## config.mk

```make
export PLATFORM = sky130hd
export DESIGN_NAME = stepper_seq
export DESIGN_NICKNAME = d
export VERILOG_FILES = /design/src/rtl/stepper_seq.sv
export SDC_FILE = /design/constraint.sdc
export NUM_CORES = 1
export LEC_CHECK = 0
export CAP_MARGIN = 0
export CORE_MARGIN = 2
export CORE_UTILIZATION = 50
export CTS_CLUSTER_DIAMETER = 100
export CTS_CLUSTER_SIZE = 20
export DETAILED_ROUTE_END_ITERATION = 8
export GPL_TIMING_DRIVEN = 1
export PLACE_DENSITY = 0.81
export SYNTH_ARGS = -nofsm -noshare
export SYNTH_HDL_FRONTEND = slang
export SYNTH_SLANG_ARGS = --single-unit
```

## constraint.sdc

```tcl
create_clock -name clk -period 4.3 [get_ports clk]
set_input_delay 1.29 -clock clk [delete_from_list [all_inputs] [get_ports clk]]
set_output_delay 1.29 -clock clk [all_outputs]
set_load 0.02 [all_outputs]
```

## src/rtl/stepper_seq.sv

```systemverilog
// Stepper-motor move sequencer: accepts move commands, times each step with a
// programmable period counter and drives the 4-bit coil pattern directly.
module stepper_seq #(
  parameter int unsigned CNT_W   = 28,
  parameter int unsigned STEPS_W = 16,
  parameter int unsigned POS_W   = 24
) (
  input  logic               clk,
  input  logic               rst,
  input  logic               cmd_valid,
  output logic               cmd_ready,
  input  logic [STEPS_W-1:0] cmd_steps,
  input  logic               cmd_dir,
  input  logic               cmd_half,
  input  logic [CNT_W-1:0]   cmd_period,
  input  logic               abort,
  output logic [3:0]         coils,
  output logic               busy,
  output logic               step_pulse,
  output logic               done,
  output logic               aborted,
  output logic [POS_W-1:0]   position,
  output logic               state_dbg
);

  // Handshake: a command transfers on any rising clk edge where cmd_valid and
  // cmd_ready are both high; cmd_ready depends only on state, never on cmd_valid,
  // and a command offered while cmd_ready is low is dropped, not held.

  typedef enum logic {
    IDLE = 1'b0,
    RUN  = 1'b1
  } state_t;

  state_t             state_q, state_d;
  logic [2:0]         idx_q, idx_d;
  logic [3:0]         coils_q, coils_d;
  logic [CNT_W-1:0]   cnt_q, cnt_d;
  logic [CNT_W-1:0]   period_q, period_d;
  logic [STEPS_W-1:0] remaining_q, remaining_d;
  logic               dir_q, dir_d;
  logic               half_q, half_d;
  logic [POS_W-1:0]   position_q, position_d;
  logic               step_pulse_q, step_pulse_d;
  logic               done_q, done_d;
  logic               aborted_q, aborted_d;
  logic [2:0]         stride;
  logic               step_due;

  function automatic logic [3:0] phase_pattern(input logic [2:0] i);
    logic [3:0] p;
    case (i)
      3'd0:    p = 4'b0001;
      3'd1:    p = 4'b0011;
      3'd2:    p = 4'b0010;
      3'd3:    p = 4'b0110;
      3'd4:    p = 4'b0100;
      3'd5:    p = 4'b1100;
      3'd6:    p = 4'b1000;
      default: p = 4'b1001;
    endcase
    return p;
  endfunction

  assign stride   = half_q ? 3'd1 : 3'd2;
  assign step_due = (cnt_q == period_q - CNT_W'(1));

  always_comb begin
    state_d      = state_q;
    idx_d        = idx_q;
    cnt_d        = cnt_q;
    period_d     = period_q;
    remaining_d  = remaining_q;
    dir_d        = dir_q;
    half_d       = half_q;
    position_d   = position_q;
    step_pulse_d = 1'b0;
    done_d       = 1'b0;
    aborted_d    = 1'b0;

    case (state_q)
      IDLE: begin
        // abort is meaningless here, so a simultaneous command still goes in
        if (cmd_valid) begin
          dir_d    = cmd_dir;
          half_d   = cmd_half;
          period_d = (cmd_period == '0) ? CNT_W'(1) : cmd_period;
          cnt_d    = '0;
          if (cmd_steps == '0) begin
            done_d = 1'b1;
          end else begin
            remaining_d = cmd_steps;
            state_d     = RUN;
          end
        end
      end

      RUN: begin
        if (abort) begin
          state_d     = IDLE;
          aborted_d   = 1'b1;
          remaining_d = '0;
          cnt_d       = '0;
        end else if (step_due) begin
          cnt_d        = '0;
          idx_d        = dir_q ? (idx_q + stride) : (idx_q - stride);
          position_d   = dir_q ? (position_q + POS_W'(1)) : (position_q - POS_W'(1));
          step_pulse_d = 1'b1;
          remaining_d  = remaining_q - STEPS_W'(1);
          if (remaining_q == STEPS_W'(1)) begin
            state_d = IDLE;
            done_d  = 1'b1;
          end
        end else begin
          cnt_d = cnt_q + CNT_W'(1);
        end
      end

      default: state_d = IDLE;
    endcase

    // Coils follow the new index on the same edge; in IDLE they hold for torque.
    coils_d = phase_pattern(idx_d);
  end

  always_ff @(posedge clk) begin
    if (rst) begin
      state_q      <= IDLE;
      idx_q        <= 3'd0;
      coils_q      <= 4'b0001;
      cnt_q        <= '0;
      period_q     <= CNT_W'(1);
      remaining_q  <= '0;
      dir_q        <= 1'b1;
      half_q       <= 1'b0;
      position_q   <= '0;
      step_pulse_q <= 1'b0;
      done_q       <= 1'b0;
      aborted_q    <= 1'b0;
    end else begin
      state_q      <= state_d;
      idx_q        <= idx_d;
      coils_q      <= coils_d;
      cnt_q        <= cnt_d;
      period_q     <= period_d;
      remaining_q  <= remaining_d;
      dir_q        <= dir_d;
      half_q       <= half_d;
      position_q   <= position_d;
      step_pulse_q <= step_pulse_d;
      done_q       <= done_d;
      aborted_q    <= aborted_d;
    end
  end

  assign cmd_ready  = (state_q == IDLE);
  assign busy       = (state_q == RUN);
  assign state_dbg  = state_q;
  assign coils      = coils_q;
  assign step_pulse = step_pulse_q;
  assign done       = done_q;
  assign aborted    = aborted_q;
  assign position   = position_q;

endmodule

```

==> impl_metrics.env, run 1 <==
export IMPL_num_rows=42
export IMPL_status="complete, no violations"
export IMPL_die_x_um=120
export IMPL_drtPass1Iterations=5
export IMPL_cts_sinks=109
export IMPL_met2WireLength_um=7750
export IMPL_start_util_pct=51.0
export IMPL_grt_max_degree=56
export IMPL_clk_pin_slew_ns=0.08
export IMPL_synth_edf_count=0
export IMPL_max_slew_margin_pct=51.4
export IMPL_dominantRegCellSynth="dfxtp_1"
export IMPL_maxUsedRoutingLayer="met4"
export IMPL_hold_viol=0
export IMPL_diodes=0
export IMPL_tns_ns=0
export IMPL_antenna_found_initial=0
export IMPL_syn_nets=944
export IMPL_hold_path_class="flop to flop"
export IMPL_required_ns=4.56
export IMPL_routabilityCongestion=0.932
export IMPL_rsz0062_at_grt="no"
export IMPL_wl_met3_um=959
export IMPL_ctsResizeCount=0
export IMPL_worst_path_max_delay_cell="nor4_2"
export IMPL_grt_total_usage_pct=23.4
export IMPL_initialDrtViolationCount=456
export IMPL_worstSetupStartpointType="flop"
export IMPL_ys_types=75
export IMPL_yosysSeqAreaShare_pct=32.4
export IMPL_async_reset_ff_share_pct=0
export IMPL_numCtsBuffers=9
export IMPL_overflow=0
export IMPL_post_cts_buffers=0
export IMPL_postSynthCellCount=865
export IMPL_route_layer_met1_wl_um=7850
export IMPL_clock_skew_ns=0.0135
export IMPL_wl_per_cell_um=15.1
export IMPL_synth_area_per_cell_um2=7.78
export IMPL_postRouteAntennaNets=0
export IMPL_dpl_hpwl_um=12000
export IMPL_fin_crit_ns=3.85
export IMPL_p_leak_nw=3.12
export IMPL_crit_chain="nor4_2 -> nand3_1 -> o21ai_0 -> o2111ai_1 -> or4_4 -> nor4_4 -> buf_4 -> nor2_2 -> nor2_1 -> buf_4 -> o21ai_0 -> a32o_1"
export IMPL_fin_crit_sh_pct=89.5
export IMPL_clk_path_buf_depth=2
export IMPL_cp_max_fo=25
export IMPL_cts_hold_buf=0
export IMPL_cts_htree_levels=3
export IMPL_portBuffers=83
export IMPL_viasPerCell=5.71
export IMPL_drive_gt1_share_pct=5.47
export IMPL_layout_commonest_cell="nor2_1"
export IMPL_grt_pass1_wl_um=27800
export IMPL_grt_pass1_vias=5836
export IMPL_path_class="flop to flop"
export IMPL_core_area_um2=13200
export IMPL_worstMarginPinSlew_ns=0.724
export IMPL_cp_arrival_ns=4.11
export IMPL_powerDensity_nw_per_um2=302
export IMPL_cap_violations=0
export IMPL_crit_buf_inv=2
export IMPL_area_growth_pct=19.1
export IMPL_worstSetupEndpointType="flop"
export IMPL_slowest_delay_ns=0.59
export IMPL_final_cell_mix="nor2_1, dfxtp_1, nand2_1"
export IMPL_dieArea_um2=14400
export IMPL_synth_area_um2=6730
export IMPL_yosys_warnings=0
export IMPL_synth_seq_cells=109
export IMPL_fmax_mhz=260
export IMPL_critical_path_top_delay_family="simple AND/OR/NAND/NOR gates"
export IMPL_nets=1006
export IMPL_totalWireLength_um=16800
export IMPL_setup_viol=0
export IMPL_insertion_delay_ns=0.36
export IMPL_route_vias_total=6324
export IMPL_die_y_um=120
export IMPL_drc=0
export IMPL_cts_tree="built"
export IMPL_final_max_slew_viol_count=0
export IMPL_clock_tree_root_cell="clkbuf_16"
export IMPL_total_power_mw=2.42
export IMPL_irDropWorstVdd_mv=0.277
export IMPL_ios=84
-- stage by stage --
stage / worst slack [ns] / hold WS, ns / std cells / utilization, % / area, um^2
after global routing: 0.0493 / 0.512 / 1108 / 60.8 / 8010
after global placement: 0.619 / 0.463 / 1092 / 58.3 / 7690
after CTS: 0.497 / 0.481 / 1108 / 60.8 / 8010
after floorplan: 1.12 / 0.443 / 865 / - / 6730
after detailed placement: 0.510 / 0.468 / 1092 / 58.3 / 7690
final: 0.451 / 0.474 / 1108 / 60.8 / 8010
-- cell families after synthesis --
family | synth area share [%]
DFF | 32.4
and+or+nand+nor | 27.4
AOI/OAI and AO/OA | 18.3
buffers and inverters | 3.59
xor gates and xnor gates | 10.9
muxes | 1.80
adders and majority gates | 5.61
-- power breakdown --
part	switching (mW)	internal, mW
Combinational	0.231	0.177
Sequential	0.0494	1.04
Clock	0.390	0.529
Total	0.670	1.75
-- final cells by class --
type                       instances  area (um^2)
tap                              176          220
clock buffer                      11          243
clock inverter                     5         82.6
inverter                          14         52.6
fill                            1171         5180
multi-input combinational        697         4310
timing repair buffer              96          923
sequential                       109         2180
-- state kept, by name, indices dropped and copies added, names as in the netlist --
| name | count |
|---|---|
| aborted | 1 |
| busy | 1 |
| cnt_q | 28 |
| coils | 4 |
| dir_q | 1 |
| done | 1 |
| half_q | 1 |
| idx_q | 3 |
| period_q | 28 |
| position | 24 |
| remaining_q | 16 |
| step_pulse | 1 |
-- cell usage after synthesis (3+ instances only) --
cell type	number	area share (%)
a211oi_1	19	2.1
a21o_1	8	0.89
a21oi_1	84	6.2
a22oi_1	7	0.78
a31oi_1	12	1.1
and2_1	4	0.37
and3_1	15	1.4
buf_2	7	0.52
clkbuf_1	36	2.0
dfxtp_1	109	32
ha_1	27	5.0
inv_1	13	0.72
mux2i_1	11	1.6
nand2_1	100	5.6
nand2b_1	9	0.84
nand3_1	21	1.6
nand4_1	11	1.0
nor2_1	128	7.1
nor2b_1	4	0.37
nor3_1	23	1.7
nor4_1	19	1.8
o2111ai_1	3	0.39
o211ai_1	5	0.56
o21ai_0	21	1.6
o21bai_1	3	0.33
o31ai_1	6	0.67
o41ai_1	3	0.39
or2_2	3	0.28
or3_1	9	0.84
xnor2_1	42	5.5
xor2_1	42	5.5
-- path summary, 6_finish.rpt --
check | start | endpoint | slack (ns) | depth (start not counted)
setup / recovery | period_q[7] | remaining_q[4] | 0.45 | 12
hold / removal | position[17] | position[17] | 0.47 | 2
setup reg to reg | period_q[7] | remaining_q[4] | 0.45 | 12
hold reg to reg | position[17] | position[17] | 0.47 | 2
-- layer usage --
layer  global-route usage, %  vias up
met3                    5.13       18
met5                       0        -
met4                    5.81        0
met1                    31.3     2944
met2                    38.5      181
li1                        -     3181
-- tightest hold or removal path, stage by stage, from the launching register on --
cell     delay, ns
dfxtp_1       0.33
nand2_1       0.06
a21oi_1       0.05
(Power assumes the default switching activity.)
==> run 2, diff against run 1 <==
Settings changed: CORE_MARGIN 2 to unset, GPL_TIMING_DRIVEN 1 to 0.
==> run 2 against run 1 <==
  * Setup slack lost 0.16 ns
  * Flip-flop and latch count unchanged
  * First-iteration DRC count fell by 4.6%
  * Fmax shrank 4.0%
==> impl_metrics.env, run 2 (synthesis results as in run 1) <==
export IMPL_core_area_um2=13200
export IMPL_clock_skew_ns=0.0150
export IMPL_worstSetupStartpointType="flop"
export IMPL_dieArea_um2=13900
export IMPL_cp_arrival_ns=4.24
export IMPL_maxUsedRoutingLayer="met4"
export IMPL_setup_viol=0
export IMPL_die_y_um=118
export IMPL_initialDrtViolationCount=435
export IMPL_totalWireLength_um=17500
export IMPL_p_leak_nw=3.10
export IMPL_start_util_pct=51.0
export IMPL_clock_tree_root_cell="clkbuf_16"
export IMPL_cp_max_fo=10
export IMPL_required_ns=4.53
export IMPL_drtPass1Iterations=8
export IMPL_overflow=0
export IMPL_ctsResizeCount=0
export IMPL_hold_ws_ns=0.482
export IMPL_nets=1037
export IMPL_met2WireLength_um=8070
export IMPL_cts_tree="built"
export IMPL_grt_max_degree=27
export IMPL_routabilityCongestion=0.909
export IMPL_cts_htree_levels=3
export IMPL_insertion_delay_ns=0.36
export IMPL_worst_path_max_delay_cell="nor4_4"
export IMPL_slowest_delay_ns=0.51
export IMPL_antenna_found_initial=0
export IMPL_crit_chain="inv_1 -> ha_1 -> nor3b_2 -> nand2_1 -> nor3_1 -> xnor2_1 -> or4_4 -> nor4_4 -> nor2_2 -> o21ai_2 -> clkbuf_1 -> nor2_1"
export IMPL_final_cell_mix="nor2_1, dfxtp_1, nand2_1"
export IMPL_rsz0062_at_grt="no"
export IMPL_crit_buf_inv=2
export IMPL_drive_gt1_share_pct=4.47
export IMPL_fin_crit_sh_pct=93.2
export IMPL_hold_path_class="flop to flop"
export IMPL_grt_pass1_wl_um=28900
export IMPL_route_layer_met1_wl_um=7960
export IMPL_cts_hold_buf=0
export IMPL_max_slew_margin_pct=36.5
export IMPL_irDropWorstVdd_mv=0.243
export IMPL_layout_commonest_cell="nor2_1"
export IMPL_portBuffers=82
export IMPL_viasPerCell=5.76
export IMPL_drc=0
export IMPL_area_growth_pct=19.5
export IMPL_grt_pass1_vias=6020
export IMPL_clk_pin_slew_ns=0.07
export IMPL_wl_met3_um=1080
export IMPL_critical_path_top_delay_family="simple AND/OR/NAND/NOR gates"
export IMPL_clk_path_buf_depth=2
export IMPL_final_max_slew_viol_count=0
export IMPL_wl_per_cell_um=15.3
export IMPL_cts_sinks=109
export IMPL_diodes=0
export IMPL_grt_total_usage_pct=25.4
export IMPL_total_power_mw=2.30
export IMPL_ios=84
export IMPL_postRouteAntennaNets=0
export IMPL_num_rows=42
export IMPL_route_vias_total=6564
export IMPL_dpl_hpwl_um=12700
export IMPL_hold_viol=0
export IMPL_fmax_mhz=249
export IMPL_path_class="flop to flop"
export IMPL_tns_ns=0
export IMPL_worstMarginPinSlew_ns=0.952
export IMPL_cap_violations=0
export IMPL_post_cts_buffers=0
export IMPL_status="complete, no violations"
export IMPL_worstSetupEndpointType="flop"
export IMPL_powerDensity_nw_per_um2=286
export IMPL_numCtsBuffers=9
export IMPL_die_x_um=118
export IMPL_fin_crit_ns=4.01
-- run 2: worst paths after layout --
path | from | to | slack, ns | cells past startpoint
setup / recovery | period_q[0] | cnt_q[20] | 0.29 | 12
setup reg to reg | period_q[0] | cnt_q[20] | 0.29 | 12
hold reg to reg | period_q[27] | period_q[27] | 0.48 | 2
hold / removal | period_q[27] | period_q[27] | 0.48 | 2
-- run 2: worst reg2reg max path: cells and delay by family (launching register included) --
kind / cells / cell delay, ns
adders and majority gates: 1 / 0.23
and+or+nand+nor: 7 / 2.34
buffers and inverters: 2 / 0.49
xor gates and xnor gates: 1 / 0.10
AOI/OAI and AO/OA: 1 / 0.37
DFF: 1 / 0.36
-- run 2: cell type report --
type / instances / area, um^2
tap: 176 / 220
clock buffer: 13 / 250
buffer: 45 / 189
fill: 1213 / 5150
timing repair buffer: 82 / 821
sequential: 109 / 2180
inverter: 14 / 52.6
clock inverter: 3 / 21.3
multi-input combinational: 697 / 4310
-- run 2: where the power goes --
| group | internal [mW] | switching (mW) |
|---|---|---|
| clock network | 0.411 | 0.384 |
| registers | 1.04 | 0.0387 |
| logic | 0.179 | 0.249 |
| total | 1.63 | 0.672 |
-- run 2: metal layers --
metal	GRT usage, %	up-vias
met2	41.1	223
met5	0	-
met1	33.5	3064
li1	-	3251
met3	5.43	26
met4	8.33	0
-- run 2: through the flow --
stage | cells | setup slack, ns | area, um^2 | utilization, %
2_1_floorplan | 865 | 1.12 | 6730 | -
3_3_place_gp | 1123 | 0.400 | 7770 | 58.9
3_5_place_dp | 1123 | 0.351 | 7770 | 58.9
4_1_cts | 1139 | 0.347 | 8040 | 61.0
5_1_grt | 1139 | 0.00940 | 8040 | 61.0
6_report | 1139 | 0.291 | 8040 | 61.0
==> run 3, diff against run 2 <==
Settings changed: PLACE_DENSITY 0.81 to 0.84.
Clock period 4.3 ns to 3.5 ns, I/O delays scaled along.
==> run 3 against run 2 <==
  * Global-route usage up 0.65 points
  * Critical endpoint is now position[23]
  * Power rose by 30%
  * Largest cell class unchanged
  * Cell count up 1.8%
  * Largest power group unchanged
  * Combinational power up 32%
  * Non-clock buffer count up 18
  * Clock power increased by 38%
==> impl_metrics.env, run 3 (synthesis results as in run 1) <==
export IMPL_grt_pass1_vias=6046
export IMPL_num_rows=42
export IMPL_clock_skew_ns=0.0121
export IMPL_crit_chain="inv_1 -> ha_2 -> nor3b_4 -> buf_4 -> nand4_1 -> xnor2_1 -> o2111ai_1 -> or4_4 -> nor4_4 -> buf_6 -> nand2_2 -> buf_6 -> nor4_4 -> xnor2_1 -> nor2_1"
export IMPL_clock_tree_root_cell="clkbuf_16"
export IMPL_core_area_um2=13200
export IMPL_status="complete, no violations"
export IMPL_nFillCells=1113
export IMPL_drtPass1Iterations=5
export IMPL_fin_crit_ns=3.36
export IMPL_p_leak_nw=3.24
export IMPL_rsz0062_at_grt="no"
export IMPL_numCtsBuffers=9
export IMPL_worstSetupEndpointType="flop"
export IMPL_total_power_mw=3.00
export IMPL_required_ns=3.73
export IMPL_layout_commonest_cell="nor2_1"
export IMPL_cts_sinks=109
export IMPL_ios=84
export IMPL_start_util_pct=51.0
export IMPL_multi_input_area_um2=4370
export IMPL_layout_cells_non_filler=1159
export IMPL_worstSetupStartpointType="flop"
export IMPL_route_vias_total=6816
export IMPL_grt_max_degree=18
export IMPL_final_max_slew_viol_count=0
export IMPL_cts_tree="built"
export IMPL_initialDrtViolationCount=472
export IMPL_max_slew_margin_pct=50.8
export IMPL_hold_ws_ns=0.481
export IMPL_final_cell_mix="nor2_1, dfxtp_1, nand2_1"
export IMPL_area_growth_pct=23.7
export IMPL_cp_arrival_ns=3.59
export IMPL_numPlacedInstances=1123
export IMPL_hold_path_class="flop to flop"
export IMPL_r2r_slack_ns=0.14
export IMPL_holdPathStages=2
export IMPL_grt_total_usage_pct=26.1
export IMPL_diodes=0
export IMPL_cts_htree_levels=3
export IMPL_fin_crit_sh_pct=96.0
export IMPL_grt_pass1_wl_um=29400
export IMPL_viasPerCell=5.88
export IMPL_nets=1057
export IMPL_die_y_um=118
export IMPL_cap_violations=0
export IMPL_clk_pin_slew_ns=0.08
export IMPL_irDropWorstVdd_mv=0.260
export IMPL_antenna_found_initial=0
export IMPL_seqCellArea_um2=2180
export IMPL_wl_per_cell_um=15.8
export IMPL_totalWireLength_um=18300
export IMPL_routabilityCongestion=0.931
export IMPL_worst_path_max_delay_cell="or4_4"
export IMPL_path_class="flop to flop"
export IMPL_worstRegToRegCells=15
export IMPL_preCtsSetupSlack_ns=-0.405
export IMPL_drive_gt1_share_pct=8.04
export IMPL_portBuffers=82
export IMPL_postRouteAntennaNets=0
export IMPL_overflow=0
export IMPL_setup_viol=0
export IMPL_clk_path_buf_depth=2
export IMPL_powerDensity_nw_per_um2=360
export IMPL_hold_viol=0
export IMPL_drc=0
export IMPL_worstMarginPinSlew_ns=0.731
export IMPL_layout_setup_ws_ns=0.139
export IMPL_cp_max_fo=10
export IMPL_fmax_mhz=298
export IMPL_slowest_delay_ns=0.54
export IMPL_insertion_delay_ns=0.36
export IMPL_die_x_um=118
export IMPL_dpl_hpwl_um=12900
export IMPL_dieArea_um2=13900
## run 3: cell types whose count changed in the layout (fill, tap and decap cells not counted), sizes merged
cell	change
clkbuf	-1
clkinvlp	+3
clkinv	-2
inv	+1
buf	+18
bufinv	+1
## run 3: final timing paths
check,start,to
hold reg to reg,position[22],position[22]
setup reg to reg,period_q[1],position[23]
setup / recovery,period_q[1],position[23]
hold / removal,position[22],position[22]
## run 3: cell type report
class	count	share of cell area [%]
Clock buffer	12	3.20
Inverter	14	0.721
Sequential cell	109	26.2
Clock inverter	4	0.631
Tap cell	176	2.64
Multi-Input combinational cell	697	52.5
Buffer	45	2.37
Timing Repair Buffer	100	11.5
Timing Repair inverter	2	0.150
## run 3: critical path: cells and delay by family (launching register included)
kind	cells	cell delay, ns
AO/OA/AOI/OAI	1	0.14
XOR/XNOR	2	0.38
adder cells (fa/ha/maj)	1	0.20
buffers and inverters	4	0.59
flip-flops	1	0.36
AND/OR/NAND/NOR	7	1.53
## run 3: through the flow
stage	utilization, %	instance area, um^2	setup TNS, ns
after global routing	63.1	8330	0
after CTS	62.1	8190	0
after detailed placement	58.9	7770	-18.03
after global placement	58.9	7770	-17.22
after floorplan	-	6730	0
final	63.1	8330	0
## run 3: report_power, final
part	total [mW]	internal (mW)	switching, mW
Sequential	1.33	1.28	0.0537
Combinational	0.564	0.245	0.320
Clock	1.10	0.618	0.481
## run 3: per-layer routing
layer	vias to the layer above	GRT usage [%]	wire, um
li1	3307	-	-
met1	3259	33.1	7770
met2	217	43.7	8940
met3	33	5.81	1240
met4	0	8.17	382
met5	-	0	0
## run 3: repair_timing
| action | 4_1_cts | 5_1_grt |
|---|---|---|
| hold buffers | 0 | 0 |
| gates resized for setup | 9 | 17 |
| cloned | 1 | 1 |
| setup endpoints to repair | 73 | 68 |
| buffers inserted | 7 | 11 |
| pin swaps | 1 | 5 |
